## src/rtl/l2_line_transfer_unit.sv

```systemverilog
// Moves 256-bit L2 lines between 64-bit memory and the four way data arrays:
// it assembles fill lines from four memory beats and serializes victim lines into four beats.
module l2_line_transfer_unit #(
    parameter int LINE_WIDTH  = 256,
    parameter int BEAT_WIDTH  = 64,
    parameter int INDEX_WIDTH = 4
) (
    input  logic                   clk,
    input  logic                   rst_n,
    input  logic                   fill_req,
    input  logic                   wb_req,
    input  logic [31:0]            fill_addr,
    input  logic [31:0]            wb_addr,
    input  logic [INDEX_WIDTH-1:0] req_index,
    input  logic [1:0]             req_way,
    input  logic [LINE_WIDTH-1:0]  wb_data,
    output logic                   busy,
    output logic                   done,
    output logic                   mem_read,
    output logic                   mem_write,
    output logic [31:0]            mem_address,
    output logic [BEAT_WIDTH-1:0]  mem_wdata,
    input  logic [BEAT_WIDTH-1:0]  mem_rdata,
    input  logic                   mem_resp,
    output logic [3:0]             arr_write,
    output logic [INDEX_WIDTH-1:0] arr_index,
    output logic [LINE_WIDTH-1:0]  arr_datain
);

    typedef enum logic [1:0] {IDLE, WB, FILL, FINISH} state_t;

    state_t                 state_q, state_d;
    logic [1:0]             beat_q, beat_d;
    logic [26:0]            fill_line_addr_q, fill_line_addr_d;
    logic [26:0]            wb_line_addr_q, wb_line_addr_d;
    logic [INDEX_WIDTH-1:0] index_q, index_d;
    logic [1:0]             way_q, way_d;
    logic [LINE_WIDTH-1:0]  victim_q, victim_d;
    logic [LINE_WIDTH-1:0]  line_q, line_d;
    logic                   do_fill_q, do_fill_d;

    logic                   busy_q, busy_d;
    logic                   done_q, done_d;
    logic                   mem_read_q, mem_read_d;
    logic                   mem_write_q, mem_write_d;
    logic [31:0]            mem_address_q, mem_address_d;
    logic [BEAT_WIDTH-1:0]  mem_wdata_q, mem_wdata_d;
    logic [3:0]             arr_write_q, arr_write_d;
    logic [INDEX_WIDTH-1:0] arr_index_q, arr_index_d;
    logic [LINE_WIDTH-1:0]  arr_datain_q, arr_datain_d;

    // Line offset bits never reach the beat address.
    logic unused_addr_bits;
    assign unused_addr_bits = ^{fill_addr[4:0], wb_addr[4:0]};

    always_comb begin
        state_d          = state_q;
        beat_d           = beat_q;
        fill_line_addr_d = fill_line_addr_q;
        wb_line_addr_d   = wb_line_addr_q;
        index_d          = index_q;
        way_d            = way_q;
        victim_d         = victim_q;
        line_d           = line_q;
        do_fill_d        = do_fill_q;

        case (state_q)
            IDLE: begin
                if (fill_req || wb_req) begin
                    fill_line_addr_d = fill_addr[31:5];
                    wb_line_addr_d   = wb_addr[31:5];
                    index_d          = req_index;
                    way_d            = req_way;
                    victim_d         = wb_data;
                    do_fill_d        = fill_req;
                    beat_d           = 2'd0;
                    state_d          = wb_req ? WB : FILL;
                end
            end
            WB: begin
                if (mem_resp) begin
                    if (beat_q == 2'd3) begin
                        beat_d  = 2'd0;
                        state_d = do_fill_q ? FILL : FINISH;
                    end else begin
                        beat_d = beat_q + 2'd1;
                    end
                end
            end
            FILL: begin
                if (mem_resp) begin
                    line_d[int'(beat_q) * BEAT_WIDTH +: BEAT_WIDTH] = mem_rdata;
                    if (beat_q == 2'd3) begin
                        beat_d  = 2'd0;
                        state_d = FINISH;
                    end else begin
                        beat_d = beat_q + 2'd1;
                    end
                end
            end
            FINISH:  state_d = IDLE;
            default: state_d = IDLE;
        endcase

        // Outputs are derived from the next state so they are valid the cycle the state is entered.
        busy_d        = (state_d != IDLE);
        done_d        = (state_d == FINISH);
        mem_write_d   = (state_d == WB);
        mem_read_d    = (state_d == FILL);
        mem_address_d = mem_address_q;
        mem_wdata_d   = mem_wdata_q;
        arr_write_d   = 4'b0000;
        arr_index_d   = arr_index_q;
        arr_datain_d  = arr_datain_q;

        if (state_d == WB) begin
            mem_address_d = {wb_line_addr_d, beat_d, 3'b000};
            mem_wdata_d   = victim_d[int'(beat_d) * BEAT_WIDTH +: BEAT_WIDTH];
        end else if (state_d == FILL) begin
            mem_address_d = {fill_line_addr_d, beat_d, 3'b000};
        end

        if (state_d == FINISH) begin
            arr_index_d = index_d;
            if (do_fill_d) begin
                arr_write_d  = 4'b0001 << way_d;
                arr_datain_d = line_d;
            end
        end
    end

    always_ff @(posedge clk or negedge rst_n) begin
        if (!rst_n) begin
            state_q          <= IDLE;
            beat_q           <= '0;
            fill_line_addr_q <= '0;
            wb_line_addr_q   <= '0;
            index_q          <= '0;
            way_q            <= '0;
            victim_q         <= '0;
            line_q           <= '0;
            do_fill_q        <= 1'b0;
            busy_q           <= 1'b0;
            done_q           <= 1'b0;
            mem_read_q       <= 1'b0;
            mem_write_q      <= 1'b0;
            mem_address_q    <= '0;
            mem_wdata_q      <= '0;
            arr_write_q      <= '0;
            arr_index_q      <= '0;
            arr_datain_q     <= '0;
        end else begin
            state_q          <= state_d;
            beat_q           <= beat_d;
            fill_line_addr_q <= fill_line_addr_d;
            wb_line_addr_q   <= wb_line_addr_d;
            index_q          <= index_d;
            way_q            <= way_d;
            victim_q         <= victim_d;
            line_q           <= line_d;
            do_fill_q        <= do_fill_d;
            busy_q           <= busy_d;
            done_q           <= done_d;
            mem_read_q       <= mem_read_d;
            mem_write_q      <= mem_write_d;
            mem_address_q    <= mem_address_d;
            mem_wdata_q      <= mem_wdata_d;
            arr_write_q      <= arr_write_d;
            arr_index_q      <= arr_index_d;
            arr_datain_q     <= arr_datain_d;
        end
    end

    assign busy        = busy_q;
    assign done        = done_q;
    assign mem_read    = mem_read_q;
    assign mem_write   = mem_write_q;
    assign mem_address = mem_address_q;
    assign mem_wdata   = mem_wdata_q;
    assign arr_write   = arr_write_q;
    assign arr_index   = arr_index_q;
    assign arr_datain  = arr_datain_q;

endmodule

```

## config.mk

```make
export PLATFORM = sky130hd
export DESIGN_NAME = l2_line_transfer_unit
export DESIGN_NICKNAME = d
export VERILOG_FILES = /design/src/rtl/l2_line_transfer_unit.sv
export SDC_FILE = /design/constraint.sdc
export NUM_CORES = 1
export LEC_CHECK = 0
export BUFFER_PORTS_ARGS = -buffer_cell sky130_fd_sc_hd__clkbuf_2
export CAP_MARGIN = 20
export CORE_ASPECT_RATIO = 1.25
export CORE_MARGIN = 4
export CORE_UTILIZATION = 30
export CTS_CLUSTER_SIZE = 30
export DETAILED_ROUTE_END_ITERATION = 6
export PLACE_DENSITY_LB_ADDON = 0.08
export REMOVE_ABC_BUFFERS = 1
export SLEW_MARGIN = 25
export SYNTH_ARGS = -nofsm -noshare
export SYNTH_HDL_FRONTEND = slang
export SYNTH_SLANG_ARGS = --single-unit
```

## constraint.sdc

```tcl
create_clock -name clk -period 4.7 [get_ports clk]
set_clock_uncertainty 0.2 [all_clocks]
set_input_delay 1.175 -clock clk [delete_from_list [all_inputs] [get_ports clk]]
set_output_delay 1.175 -clock clk [all_outputs]
set_load 0.03 [all_outputs]
```

==> Flow_metrics.wiki <==
{| class="wikitable"
! Metric !! Value
|-
| Maximum number of pins on one net before global-route repair || 87
|-
| Warning count from the yosys run || 0
|-
| Overall track demand over capacity in global routing || 0.185
|-
| Cell Area, Placed || 42200 µm²
|-
| Netlist area before placement || 36300 µm²
|-
| Area fraction of the dominant cell type after synthesis || 0.647
|-
| Worst-case reg-to-reg path depth || 7
|-
| Relative area change from synthesis to final layout || 25.9%
|-
| DR vias/cell || 4.85
|-
| Worst Setup EP || mem_wdata[6]$_DFFE_PN0N_
|-
| Max-cap violations || 0
|-
| Source-to-sink clock delay at the later pin of the worst-skew pair || 0.69 ns
|-
| Number of synthesized register bits || 938
|-
| Post-detail-place hpwl || 81700 µm
|-
| Capturing element type of the critical path || flip-flop
|-
| Die Y || 397 µm
|-
| Biggest cell delay along the critical path || 0.65 ns
|-
| Terminus of the critical flop-to-flop path || mem_wdata[6]$_DFFE_PN0N_
|-
| Sequential cell area || 23500 µm²
|-
| Num CTS Buffers || 102
|-
| Leading post-synthesis cells by instance count || dfrtp_1 (938), mux2_2 (546), a22o_1 (256)
|-
| Crit Path Class || flip-flop to flip-flop
|-
| Die W || 319 µm
|-
| Row Count || 142
|-
| Reg-to-reg startpoint || state_q[0]$_DFF_PN0_
|-
| Count of cell types in the netlist || 39
|-
| Hold buffer count at cts || 0
|-
| Die area || 127000 µm²
|-
| Share of final-layout standard cells stronger than drive strength 1 || 0.478
|-
| PnR worst setup slack || 1.25 ns
|-
| CTS HTree Levels || 3
|-
| Maximum clock insertion buffer count || 3
|-
| Share of the clock period used by the worst path after layout || 0.733
|-
| Number of gates resized after cts || 0
|-
| Cells after synthesis || 2389
|-
| Net count, final || 3551
|-
| Normalized max-slew margin || 0.390
|-
| Status || complete, no violations
|-
| Number of clock sinks || 938
|-
| EDFF count, synth || 0
|-
| Share of synthesized flip-flops with an asynchronous set or reset || 1.00
|-
| Actual transition at the worst max-transition pin || 0.916 ns
|-
| CP Buf/Inv Count || 2
|-
| Crit-path leading delay family || compound AO/OA/AOI/OAI gates
|-
| Final instance area || 45700 µm²
|-
| Placeable core area || 120000 µm²
|-
| Buffer cell driving the clock tree root || clkbuf_16
|-
| Max layer used || met5
|-
| CP arrival || 3.79 ns
|-
| Antenna violations before repair || 32
|-
| Sequential share of the synthesized area || 0.647
|-
| Summed negative setup slack over all endpoints || 0 ns
|-
| CTS tree || built
|-
| Leakage component of the power || 22.2 nW
|-
| Number of failing hold endpoints at the final stage || 0
|-
| Met1 routed wirelength after detailed routing || 50000 µm
|-
| Clock slew at the register clock pins of the worst setup and hold paths || 0.06 ns
|-
| Achievable Freq || 290 MHz
|-
| Detail Route met2 WL || 55500 µm
|-
| Leading register cell type out of synthesis || dfrtp_1
|-
| Worst hold margin || 0.286 ns
|-
| Most common cell in the netlist || dfrtp_1
|-
| Setup repair after global routing missed its margin || no
|-
| Total congestion overflow after global routing || 0
|-
| Routed WL || 120000 µm
|-
| Routed wire length per instance || 24.8 µm
|-
| Slowest stage cell, crit path || o311ai_4
|-
| DRC violation total after the first TritonRoute iteration || 1083
|-
| Syn avg cell area || 15.2 µm²
|-
| Launch point of the critical path || state_q[0]$_DFF_PN0_
|-
| Via count || 23.4k
|-
| Core utilization of the finished layout || 0.381
|-
| DRC Markers || 0
|-
| Number of failing setup endpoints in the final timing report || 0
|-
| Top cells by area, synth || dfrtp_1 (65%), mux2_2 (17%), a22o_1 (6.2%)
|-
| Post-CTS Setup Inserts || 0
|-
| Number of fill cells || 11.6k
|-
| Number of I/O port buffers || 745
|-
| RD Place Congestion || 0.793
|-
| Cells along the critical path || inv_1, ha_1, nand2_1, o311ai_4, buf_4, mux2i_1, o221ai_1
|-
| Path type of the worst min-delay path || flip-flop to flip-flop
|-
| Setup slack after placement || 0.837 ns
|-
| Met3 wirelength from detailed routing || 11200 µm
|-
| First-pass GRT wire length || 177000 µm
|-
| Worst-path fanout max || 26
|-
| Post-detailed-route count of antenna-violating nets || 0
|-
| Area of the multi-input gates || 11900 µm²
|-
| Power density over the cells || 638 nW/µm²
|-
| Peak VDD IR || 355 µV
|-
| Number of slew-limit violations in the final report || 0
|-
| Initial standard-cell utilization of the core || 0.302
|-
| Number of global-route vias before repair || 25.8k
|-
| CP startpoint kind || flip-flop
|-
| Largest area contributor in the synthesized netlist || dfrtp_1
|-
| Reg2Reg Setup Slack || 1.25 ns
|-
| Cell count along the critical path || 7
|-
| Final min period || 3.45 ns
|-
| Drt pass-1 iters || 5
|-
| Data required time at the worst endpoint || 5.04 ns
|-
| Boundary Pins || 759
|}
through the flow:
| stage | total power, mW | cells |
|---|---|---|
| global route | 30.8 | 4819 |
| detailed placement | 21.3 | 4626 |
| finish | 29.1 | 4830 |
| global placement | 21.0 | 4626 |
| CTS | 29.7 | 4813 |
| floorplan | 16.9 | 2222 |
registers in the layout (all words and copies together) (netlist names), 4 cells and up:
register and count:
arr_index 4, mem_address 29, index_q 4, victim_q 256, arr_datain 256, wb_line_addr_q 27, mem_wdata 64, line_q 256
fill_line_addr_q 27, arr_write 4
worst reg2reg max path, cell delays in order, from the launching register on:
cell and delay [ns]:
dfrtp_1 0.46, inv_1 0.12, ha_1 0.49, nand2_1 0.18, o311ai_4 0.65, buf_4 0.56
mux2i_1 0.47, o221ai_1 0.17
layer usage:
metal  track usage  vias up
met5             0        -
met4        0.0563       28
met3        0.0750      168
met2         0.298      749
met1         0.229    12200
li1              -    10300
logic make-up after synthesis:
| logic type | Yosys count | synth area share |
|---|---|---|
| mux | 706 | 0.215 |
| flops | 938 | 0.647 |
| simple gates | 167 | 0.0211 |
| buf+inv | 205 | 0.0278 |
| compound gates | 362 | 0.0856 |
| other cells | 1 | 0.000103 |
| fa+ha+maj | 10 | 0.00345 |
power by group:
group | total, mW | switching (mW) | internal (mW) | leakage, nW
clock | 8.21 | 3.38 | 4.83 | 1.70
sequential | 11.1 | 0.744 | 10.4 | 12.1
combinational | 9.78 | 5.77 | 4.02 | 8.40
how the worst min path moves through the flow:
stage                                   to                   startpoint  slack [ns]  depth (start not counted)
2_1_floorplan          line_q[0]$_DFF_PN0_          line_q[0]$_DFF_PN0_        0.27                          1
3_3_place_gp   arr_datain[162]$_DFFE_PN0P_  arr_datain[162]$_DFFE_PN0P_        0.27                          1
3_5_place_dp     mem_wdata[60]$_DFFE_PN0N_    mem_wdata[60]$_DFFE_PN0N_        0.27                          2
4_1_cts        arr_datain[163]$_DFFE_PN0P_  arr_datain[163]$_DFFE_PN0P_        0.29                          1
5_1_grt             victim_q[82]$_DFF_PN0_       victim_q[82]$_DFF_PN0_        0.30                          1
6_report          mem_wdata[0]$_DFFE_PN0N_     mem_wdata[0]$_DFFE_PN0N_        0.29                          2
area by class of cell:
class                   instances  share of cell area
clock inverters                32             0.00901
multi-input cells            1248               0.261
flip-flops and latches        938               0.514
clock buffers                 155              0.0662
well taps                    1584              0.0434
inverters                      36             0.00296
diodes                         17            0.000931
repair buffers                820               0.102
placed cells by master (no fill, tap or decap), drive strengths merged, types with 3 or more instances in the layout:
cell / count
dfrtp: 938
clkbuf: 899
mux2: 576
a22o: 256
mux2i: 130
nand2: 77
buf: 76
o221ai: 64
inv: 43
nor2: 34
nor3: 32
a211oi: 29
diode: 17
clkinv: 17
ha: 10
bufinv: 7
o21ai: 7
nor2b: 5
conb: 3
nand3: 3
nor4b: 3
Note: power is estimated with default switching activity, not from simulation.
